**src/rtl/seven_seg_pkg.sv**
```systemverilog
// Shared constants and the scan-state type for the seven-segment scanner.
package seven_seg_pkg;

    localparam int         BCD_W     = 4;
    localparam logic [6:0] SEG_BLANK = 7'b0000000;
    localparam logic [6:0] SEG_DASH  = 7'b0000001;

    typedef enum logic [1:0] {
        IDLE,
        BLANK,
        SHOW
    } scan_state_t;

endpackage

```
**src/rtl/seven_segment_decoder.sv**
```systemverilog
// BCD nibble to segment pattern (a..g, a is MSB, active-high); 10-15 show a dash.
module seven_segment_decoder
    import seven_seg_pkg::*;
(
    input  logic [BCD_W-1:0] i_bcd,
    output logic [6:0]       o_seg
);

    always_comb begin
        o_seg = SEG_DASH;
        case (i_bcd)
            4'd0:    o_seg = 7'b1111110;
            4'd1:    o_seg = 7'b0110000;
            4'd2:    o_seg = 7'b1101101;
            4'd3:    o_seg = 7'b1111001;
            4'd4:    o_seg = 7'b0110011;
            4'd5:    o_seg = 7'b1011011;
            4'd6:    o_seg = 7'b1011111;
            4'd7:    o_seg = 7'b1110000;
            4'd8:    o_seg = 7'b1111111;
            4'd9:    o_seg = 7'b1111011;
            default: o_seg = SEG_DASH;
        endcase
    end

endmodule

```
**src/rtl/seven_segment_scanner.sv**
```systemverilog
// Time-multiplexed seven-segment scanner with frame-aligned (tear-free) updates,
// per-slot blanking gap and optional leading-zero blanking.
module seven_segment_scanner
    import seven_seg_pkg::*;
#(
    parameter int NUM_DIGITS = 4,
    parameter int DIV        = 1000,
    parameter int BLANK      = 16
) (
    input  logic                        clk,
    input  logic                        rst_n,
    input  logic                        enable,
    input  logic                        in_valid,
    output logic                        in_ready,
    input  logic [BCD_W*NUM_DIGITS-1:0] in_bcd,
    input  logic [NUM_DIGITS-1:0]       in_dp,
    input  logic                        lz_blank,
    output logic [6:0]                  seg,
    output logic                        dp,
    output logic [NUM_DIGITS-1:0]       an,
    output logic                        frame_done
);

    localparam int                CNT_W     = $clog2(DIV);
    localparam int                DIG_W     = (NUM_DIGITS > 1) ? $clog2(NUM_DIGITS) : 1;
    localparam logic [CNT_W-1:0]  CNT_LAST  = CNT_W'(DIV - 1);
    localparam logic [CNT_W-1:0]  CNT_BLANK = CNT_W'(BLANK);
    localparam logic [DIG_W-1:0]  DIG_LAST  = DIG_W'(NUM_DIGITS - 1);
    localparam scan_state_t       SLOT_START = (BLANK == 0) ? seven_seg_pkg::SHOW
                                                            : seven_seg_pkg::BLANK;

    scan_state_t                 r_state, w_state_nxt;
    logic [CNT_W-1:0]            r_cnt, w_cnt_nxt;
    logic [DIG_W-1:0]            r_digit, w_digit_nxt;
    logic                        r_full;
    logic [BCD_W*NUM_DIGITS-1:0] r_shadow_bcd, r_disp_bcd, w_disp_bcd_nxt;
    logic [NUM_DIGITS-1:0]       r_shadow_dp, r_disp_dp, w_disp_dp_nxt;
    logic [6:0]                  r_seg;
    logic                        r_dp, r_frame_done;
    logic [NUM_DIGITS-1:0]       r_an;

    logic                        w_xfer, w_commit, w_show;
    logic [NUM_DIGITS-1:0]       w_lz_mask, w_an_onehot;
    logic [BCD_W-1:0]            w_nibble;
    logic                        w_dp_sel, w_lz_sel;
    logic [6:0]                  w_dec_seg;

    assign in_ready   = !r_full;
    assign seg        = r_seg;
    assign dp         = r_dp;
    assign an         = r_an;
    assign frame_done = r_frame_done;

    always_comb begin
        w_state_nxt = r_state;
        w_cnt_nxt   = r_cnt;
        w_digit_nxt = r_digit;
        if (!enable) begin
            w_state_nxt = seven_seg_pkg::IDLE;
            w_cnt_nxt   = '0;
            w_digit_nxt = '0;
        end else if (r_state == seven_seg_pkg::IDLE) begin
            w_state_nxt = SLOT_START;
            w_cnt_nxt   = '0;
            w_digit_nxt = '0;
        end else if (r_cnt == CNT_LAST) begin
            w_state_nxt = SLOT_START;
            w_cnt_nxt   = '0;
            w_digit_nxt = (r_digit == DIG_LAST) ? '0 : r_digit + 1'b1;
        end else begin
            w_cnt_nxt   = r_cnt + 1'b1;
            w_state_nxt = (w_cnt_nxt < CNT_BLANK) ? seven_seg_pkg::BLANK
                                                  : seven_seg_pkg::SHOW;
        end
    end

    // Commit is forwarded so the first slot after a boundary already decodes the new word.
    assign w_xfer         = in_valid && !r_full;
    assign w_commit       = r_full && (r_frame_done || r_state == seven_seg_pkg::IDLE);
    assign w_disp_bcd_nxt = w_commit ? r_shadow_bcd : r_disp_bcd;
    assign w_disp_dp_nxt  = w_commit ? r_shadow_dp  : r_disp_dp;
    assign w_show         = (w_state_nxt == seven_seg_pkg::SHOW);

    always_comb begin
        logic zero_run;
        zero_run  = 1'b1;
        w_lz_mask = '0;
        for (int i = NUM_DIGITS - 1; i > 0; i--) begin
            zero_run     = zero_run && (w_disp_bcd_nxt[BCD_W*i +: BCD_W] == '0);
            w_lz_mask[i] = lz_blank && zero_run;
        end
    end

    always_comb begin
        w_nibble    = '0;
        w_dp_sel    = 1'b0;
        w_lz_sel    = 1'b0;
        w_an_onehot = '0;
        for (int i = 0; i < NUM_DIGITS; i++) begin
            if (w_digit_nxt == DIG_W'(i)) begin
                w_nibble       = w_disp_bcd_nxt[BCD_W*i +: BCD_W];
                w_dp_sel       = w_disp_dp_nxt[i];
                w_lz_sel       = w_lz_mask[i];
                w_an_onehot[i] = 1'b1;
            end
        end
    end

    seven_segment_decoder u_decoder (
        .i_bcd (w_nibble),
        .o_seg (w_dec_seg)
    );

    always_ff @(posedge clk or negedge rst_n) begin
        if (!rst_n) begin
            r_state      <= seven_seg_pkg::IDLE;
            r_cnt        <= '0;
            r_digit      <= '0;
            r_full       <= 1'b0;
            r_disp_bcd   <= '0;
            r_disp_dp    <= '0;
            r_seg        <= SEG_BLANK;
            r_dp         <= 1'b0;
            r_an         <= '0;
            r_frame_done <= 1'b0;
        end else begin
            r_state      <= w_state_nxt;
            r_cnt        <= w_cnt_nxt;
            r_digit      <= w_digit_nxt;
            r_disp_bcd   <= w_disp_bcd_nxt;
            r_disp_dp    <= w_disp_dp_nxt;
            if (w_xfer) begin
                r_full <= 1'b1;
            end else if (w_commit) begin
                r_full <= 1'b0;
            end
            r_an         <= w_show ? w_an_onehot : '0;
            r_seg        <= (w_show && !w_lz_sel) ? w_dec_seg : SEG_BLANK;
            r_dp         <= w_show && w_dp_sel;
            r_frame_done <= (w_state_nxt != seven_seg_pkg::IDLE) &&
                            (w_cnt_nxt == CNT_LAST) && (w_digit_nxt == DIG_LAST);
        end
    end

    // Shadow payload is qualified by r_full, so it needs no reset.
    always_ff @(posedge clk) begin
        if (w_xfer) begin
            r_shadow_bcd <= in_bcd;
            r_shadow_dp  <= in_dp;
        end
    end

endmodule
```
**config.mk**
```make
export PLATFORM = sky130hd
export DESIGN_NAME = seven_segment_scanner
export DESIGN_NICKNAME = d
export VERILOG_FILES = /design/src/rtl/seven_seg_pkg.sv /design/src/rtl/seven_segment_decoder.sv /design/src/rtl/seven_segment_scanner.sv
export SDC_FILE = /design/constraint.sdc
export NUM_CORES = 1
export LEC_CHECK = 0
export ABC_CLOCK_PERIOD_IN_PS = 7110
export BUFFER_PORTS_ARGS = -buffer_cell sky130_fd_sc_hd__buf_2
export CAP_MARGIN = 20
export CORE_MARGIN = 2
export CORE_UTILIZATION = 25
export CTS_CLUSTER_SIZE = 25
export DETAILED_ROUTE_END_ITERATION = 12
export GPL_ROUTABILITY_DRIVEN = 0
export MAX_ROUTING_LAYER = met4
export PLACE_DENSITY = 0.46
export SETUP_SLACK_MARGIN = 0.05
export SYNTH_ARGS = -nofsm -noshare
export SYNTH_HDL_FRONTEND = slang
export SYNTH_HIERARCHICAL = 1
export SYNTH_SLANG_ARGS = --single-unit
```
**constraint.sdc**
```tcl
create_clock -name clk -period 7.11 [get_ports clk]
set_input_delay 1.422 -clock clk [delete_from_list [all_inputs] [get_ports clk]]
set_output_delay 1.422 -clock clk [all_outputs]
set_load 0.02 [all_outputs]
```
==> results of run 1 <==
## power by group
part / switching, mW / leakage (nW) / internal (mW)
Clock: 0.153 / 0.139 / 0.269
Sequential: 0.0136 / 0.807 / 0.441
Combinational: 0.0799 / 0.718 / 0.0679
Total: 0.246 / 1.66 / 0.778
## layout by cell type (no fill, tap or decap), types with 2 or more instances in the layout
| master | Yosys | final |
|---|---|---|
| dfrtp_1 | 48 | 48 |
| buf_2 | 0 | 38 |
| mux2_2 | 28 | 28 |
| nor2_1 | 20 | 20 |
| edfxtp_1 | 20 | 20 |
| o21ai_0 | 14 | 14 |
| inv_1 | 10 | 10 |
| clkbuf_16 | 0 | 9 |
| ha_1 | 8 | 8 |
| nand2_1 | 7 | 7 |
| mux2i_1 | 7 | 7 |
| a211oi_1 | 7 | 7 |
| nand3_1 | 6 | 6 |
| nor4_1 | 6 | 6 |
| nand4_1 | 5 | 5 |
| xor2_1 | 5 | 5 |
| o22ai_1 | 5 | 5 |
| xnor2_1 | 4 | 4 |
| nor2b_1 | 4 | 4 |
| o211ai_1 | 3 | 3 |
| clkinv_2 | 0 | 3 |
| o21bai_2 | 2 | 2 |
| and4_1 | 2 | 2 |
| a311oi_1 | 2 | 2 |
| o21a_1 | 2 | 2 |
| a21oi_1 | 2 | 2 |
| nor3_1 | 2 | 2 |
| nor3b_1 | 2 | 2 |
| clkbuf_1 | 0 | 2 |
| buf_4 | 3 | 2 |
## stage by stage
stage	hold slack, ns	setup slack [ns]	total power, mW	area (sq um)	instances
6_report	0.4964	3.228	1.024	3885	475
5_1_grt	0.5103	3.034	1.087	3885	475
4_1_cts	0.4983	3.245	1.042	3885	475
3_5_place_dp	0.4824	2.908	0.6105	3600	459
3_3_place_gp	0.4838	3.015	0.6107	3600	459
2_1_floorplan	0.4666	3.326	0.5734	3269	256
## worst max-delay path by stage
| stage | depth (start not counted) | endpoint |
|---|---|---|
| finish | 13 | seg[1]$_DFF_PN0_ |
| global route | 12 | seg[1]$_DFF_PN0_ |
| CTS | 13 | seg[1]$_DFF_PN0_ |
| detailed placement | 13 | seg[1]$_DFF_PN0_ |
| global placement | 12 | seg[6]$_DFF_PN0_ |
| floorplan | 11 | seg[3]$_DFF_PN0_ |
## cell type report
type / instances / area, sq um / area share
well taps: 172 / 215.2 / 0.05539
flip-flops and latches: 68 / 1802 / 0.4638
clock buffers: 11 / 232.7 / 0.05990
inverters: 11 / 41.29 / 0.01063
repair buffers: 40 / 205.2 / 0.05282
clock inverters: 5 / 52.55 / 0.01353
multi-input cells: 168 / 1336 / 0.3440
## registers in the layout, indices dropped and copies added (netlist names)
name and cells:
r_cnt 10, r_shadow_dp 4, frame_done 1, r_shadow_bcd 16, r_disp_bcd 16, r_state 2
r_digit 2, dp 1, seg 7, r_disp_dp 4, r_full 1, an 4
## layer usage
metal | track usage | routed length (microns)
met5 | - | 0
met4 | 0.04518 | 97
met3 | 0.03137 | 265
met2 | 0.1452 | 2922
met1 | 0.1389 | 3295
## kinds of logic after synthesis
| logic type | after synthesis |
|---|---|
| muxes | 36 |
| AOI/OAI and AO/OA | 46 |
| buffers and inverters | 20 |
| and+or+nand+nor | 69 |
| adders and majority gates | 8 |
| xor gates and xnor gates | 9 |
| DFF | 68 |
## critical path, stage by stage
cell and delay [ns]:
buf_2 0.12, o21ai_1 0.18, a311oi_1 0.45, nor2_4 0.15, inv_2 0.18, mux2_2 0.35, mux2_2 0.35, inv_1 0.13
ha_1 0.17, nor2b_1 0.13, o31a_1 0.12, o21ai_0 0.07, a211oi_1 0.27
==> impl_metrics.py, run 1 <==
metrics = {
    "sta": {
        "slew_headroom": 0.4423,
        "fin_setup_tns_ns": 0,
        "fmax_mhz": 257.6,
        "rsz0062_at_grt": "false",
        "finClkSkew_ns": 0.006425,
        "finalHoldViolCount": 0,
        "min_period_ns": 3.882,
        "min_period_over_period": 0.5461,
        "setup_violations": 0,
        "slew_viol_final": 0,
        "tightest_slew_ns": 0.8346,
    },
    "synth": {
        "synthXorXnorAreaFrac": 0.02411,
        "synth_area_per_cell_sq_um": 12.77,
        "synth-async-reset-ratio": 0.7059,
        "ys_seq_area_frac": 0.5511,
        "synthTopCellsByArea": "dfrtp_1, edfxtp_1, mux2_2, ha_1, nor2_1",
        "yosysWarnings": 6,
        "yosys.area_share.simple": 0.1294,
        "ys_top_cells_by_count": "dfrtp_1, mux2_2, edfxtp_1, nor2_1, o21ai_0",
        "synth_most_common_cell": "dfrtp_1",
        "synth_flop_cell": "dfrtp_1",
        "syn_area_sq_um": 3269,
        "synth_top_area_frac": 0.3674,
        "yosysTopAreaCell": "dfrtp_1",
        "synth_compound_area_frac": 0.09989,
        "synth-edff-count": 20,
        "synth_cell_types": 53,
        "synthAdderAreaFrac": 0.03062,
        "syn-num-nets": 289,
        "syn_inst": 256,
        "synthMuxAreaShare": 0.1248,
        "synth_top_family_by_area": "simple AND/OR/NAND/NOR gates",
        "synth_seq_cells": 68,
    },
    "global_route": {
        "grt_pass1_vias": 2090,
        "groute.usage.overall": 0.1041,
        "grt_pass1_wl_microns": 10950,
        "grt_max_degree": 49,
        "antenna_found_initial": 0,
        "grt_overflow": 0,
    },
    "floorplanning": {
        "core_sq_um": 12670,
        "start_util": 0.2580,
        "die_x_microns": 118.4,
        "io_pins": 39,
        "core.rowCount": 41,
        "fp.dieArea_sq_um": 14010,
        "die_h_microns": 118.4,
    },
    "clock_tree": {
        "post-cts-setup-buffer-count": 0,
        "cts_hold_buffers": 0,
        "clock_latency_ns": 0.33,
        "cts_tree": "done",
        "cts_resized": 0,
        "cts.clk_slew.worst_paths_ns": 0.05,
        "numCtsBuffers": 9,
        "htree_levels": 3,
        "cts.sinks": 68,
        "clk_path_buf_depth": 2,
        "cts_root_buf": "clkbuf_16",
    },
    "critical_path": {
        "rr_endpoint": "seg[3]$_DFF_PN0_",
        "crit_fanout": 8,
        "cp.arrival_ns": 4.10,
        "r2r_start": "r_cnt[0]$_DFF_PN0_",
        "critPathCaptureType": "flop",
        "r2r_cells": 9,
        "worstSetupStartpointType": "input pin",
        "required_ns": 7.33,
        "r2r_slack_ns": 3.65,
        "critical_path_class": "input pin to flop",
        "crit_start": "enable",
    },
    "drt": {
        "drtIter0Drc": 122,
        "route.detailed.drc": 0,
        "wl_microns": 6580,
        "dr.pass1.iters": 4,
        "ant_nets": 0,
        "detail_route.wl_per_cell_microns": 13.85,
        "vias_per_cell": 4.366,
        "via_count": 2074,
    },
    "status": {
        "outcome": "complete, no violations",
    },
    "finish": {
        "n_fill_cell": 1310,
        "nets": 331,
        "drive_gt1_frac": 0.3267,
        "syn2layout_area_growth_pct": 18.83,
        "n_antenna_cell": 0,
        "utilization": 0.3066,
    },
    "min_path": {
        "holdPathStages": 1,
        "hold_path_end": "r_disp_dp[2]$_DFF_PN0_",
        "hold_path_class": "flop to flop",
        "hold_start": "r_disp_dp[2]$_DFF_PN0_",
    },
    "pwr": {
        "ir_worst_vdd_mv": 0.1151,
        "powerDensity_nw_per_um2": 263.6,
        "leakage_nw": 1.664,
    },
    "run": {
        "maxCapViolCount": 0,
    },
    "placement": {
        "dp_hpwl_microns": 4797,
        "io_buffers": 38,
    },
}
(Power assumes the default switching activity.)
==> run 2: changes to the inputs <==
--- a/config.mk
+++ b/config.mk
@@ -5,7 +5,7 @@
 export SDC_FILE = /design/constraint.sdc
 export NUM_CORES = 1
 export LEC_CHECK = 0
-export ABC_CLOCK_PERIOD_IN_PS = 7110
+export ABC_CLOCK_PERIOD_IN_PS = 3650
 export BUFFER_PORTS_ARGS = -buffer_cell sky130_fd_sc_hd__buf_2
 export CAP_MARGIN = 20
 export CORE_MARGIN = 2
==> constraint.sdc (replaced) <==
create_clock -name clk -period 3.65 [get_ports clk]
set_input_delay 0.73 -clock clk [delete_from_list [all_inputs] [get_ports clk]]
set_output_delay 0.73 -clock clk [all_outputs]
set_load 0.02 [all_outputs]
==> impl_metrics.py, run 2 (synthesis results as in run 1) <==
metrics = {
    "status": {
        "outcome": "complete, no violations",
    },
    "clock_tree": {
        "numCtsBuffers": 9,
        "cts_hold_buffers": 0,
        "cts.clk_slew.worst_paths_ns": 0.06,
        "post-cts-setup-buffer-count": 0,
        "clk_path_buf_depth": 2,
        "cts_resized": 0,
        "cts.sinks": 68,
        "cts_tree": "done",
        "clock_latency_ns": 0.33,
        "cts_root_buf": "clkbuf_16",
        "htree_levels": 3,
    },
    "pwr": {
        "leakage_nw": 1.697,
        "ir_worst_vdd_mv": 0.1934,
        "powerDensity_nw_per_um2": 530.5,
        "total_power_mw": 2.098,
    },
    "floorplanning": {
        "die_h_microns": 118.4,
        "start_util": 0.2580,
        "die_x_microns": 118.4,
        "io_pins": 39,
        "core.rowCount": 41,
        "fp.dieArea_sq_um": 14010,
        "core_sq_um": 12670,
    },
    "sta": {
        "slew_headroom": 0.5017,
        "rsz0062_at_grt": "false",
        "slew_viol_final": 0,
        "fmax_mhz": 301.4,
        "min_period_ns": 3.318,
        "finalHoldViolCount": 0,
        "min_period_over_period": 0.9089,
        "fin_setup_tns_ns": 0,
        "finClkSkew_ns": 0.007307,
        "setup_violations": 0,
        "tightest_slew_ns": 0.7474,
    },
    "global_route": {
        "grt_pass1_wl_microns": 11450,
        "grt_pass1_vias": 2232,
        "antenna_found_initial": 0,
        "groute.usage.overall": 0.1083,
        "grt_max_degree": 33,
        "grt_overflow": 0,
    },
    "critical_path": {
        "cp_num_buf_inv": 1,
        "slowest_stage": "dfrtp_1",
        "critPathMostFrequentCell": "mux2_2",
        "cp.arrival_ns": 3.55,
        "critPathCaptureType": "flop",
        "path_depth": 12,
        "critical_path_class": "flop to flop",
        "crit_chain": "ha_1 > and2_1 > a311oi_1 > nor2_4 > inv_2 > mux2_2 > mux2_2 > ha_1 > mux2_2 > o22ai_1 > o21ai_0 > a211oi_1",
        "critPathTopFamily": "multiplexers",
        "worstSetupStartpointType": "flop",
        "r2r_start": "r_cnt[0]$_DFF_PN0_",
        "required_ns": 3.88,
        "r2r_cells": 12,
        "cp_slowest_stage_delay_ns": 0.45,
        "rr_endpoint": "seg[3]$_DFF_PN0_",
        "r2r_slack_ns": 0.33,
        "crit_fanout": 8,
    },
    "placement": {
        "postPlaceCellArea_sq_um": 3637,
        "io_buffers": 38,
        "dp_hpwl_microns": 5029,
    },
    "finish": {
        "top_regs": "r_disp_bcd: 16 flops, r_shadow_bcd: 16 flops, r_cnt: 10 flops",
        "n_antenna_cell": 0,
        "layout_common_cells": "dfrtp_1, buf_2, mux2_2",
        "syn2layout_area_growth_pct": 20.97,
        "design_area_sq_um": 3955,
        "n_fill_cell": 1295,
        "drive_gt1_frac": 0.3409,
        "final_common_cell": "dfrtp_1",
        "nets": 336,
    },
    "drt": {
        "dr.pass1.iters": 4,
        "via_count": 2086,
        "detail_route.wl_per_cell_microns": 14.13,
        "route.detailed.drc": 0,
        "vias_per_cell": 4.346,
        "wl_microns": 6780,
        "drtIter0Drc": 59,
        "ant_nets": 0,
    },
    "run": {
        "maxCapViolCount": 0,
    },
    "min_path": {
        "hold_path_class": "input pin to async pin",
    },
}
## run 2: metrics by stage
stage	setup WS (ns)	hold slack (ns)	util	instances
2_1_floorplan	0.5582	0.4344	-	256
3_3_place_gp	0.3447	0.4841	0.2871	464
3_5_place_dp	0.2116	0.4839	0.2871	464
4_1_cts	0.3163	0.4959	0.3121	480
5_1_grt	0.09061	0.5086	0.3121	480
6_report	0.3324	0.4715	0.3121	480
## run 2: power breakdown
group	internal, mW	switching [mW]
clock	0.597	0.321
combinational	0.138	0.158
sequential	0.858	0.0265
total	1.59	0.505
## run 2: layout make-up
| class | instances | area, sq um | share of cell area |
|---|---|---|---|
| Clock buffer | 10 | 229.0 | 0.05789 |
| Clock inverter | 6 | 88.84 | 0.02246 |
| Inverter | 11 | 41.29 | 0.01044 |
| Multi-Input combinational cell | 168 | 1336 | 0.3379 |
| Sequential cell | 68 | 1802 | 0.4556 |
| Tap cell | 172 | 215.2 | 0.05441 |
| Timing Repair Buffer | 45 | 242.7 | 0.06137 |
## run 2: how the worst max path moves through the flow
stage               slack, ns                to               start
CTS                      0.32  seg[3]$_DFF_PN0_  r_cnt[0]$_DFF_PN0_
global placement         0.34  seg[6]$_DFF_PN0_              enable
global route             0.09  seg[3]$_DFF_PN0_  r_cnt[0]$_DFF_PN0_
detailed placement       0.21  seg[3]$_DFF_PN0_              enable
finish                   0.33  seg[3]$_DFF_PN0_  r_cnt[0]$_DFF_PN0_
floorplan                0.56  seg[3]$_DFF_PN0_              enable
## run 2: per-layer routing
metal,vias to the layer above,share of wire,GRT usage
li1,1032,-,-
met5,-,0,-
met4,0,0.019,0.04367
met3,11,0.036,0.02944
met2,36,0.46,0.1611
met1,1007,0.49,0.1395
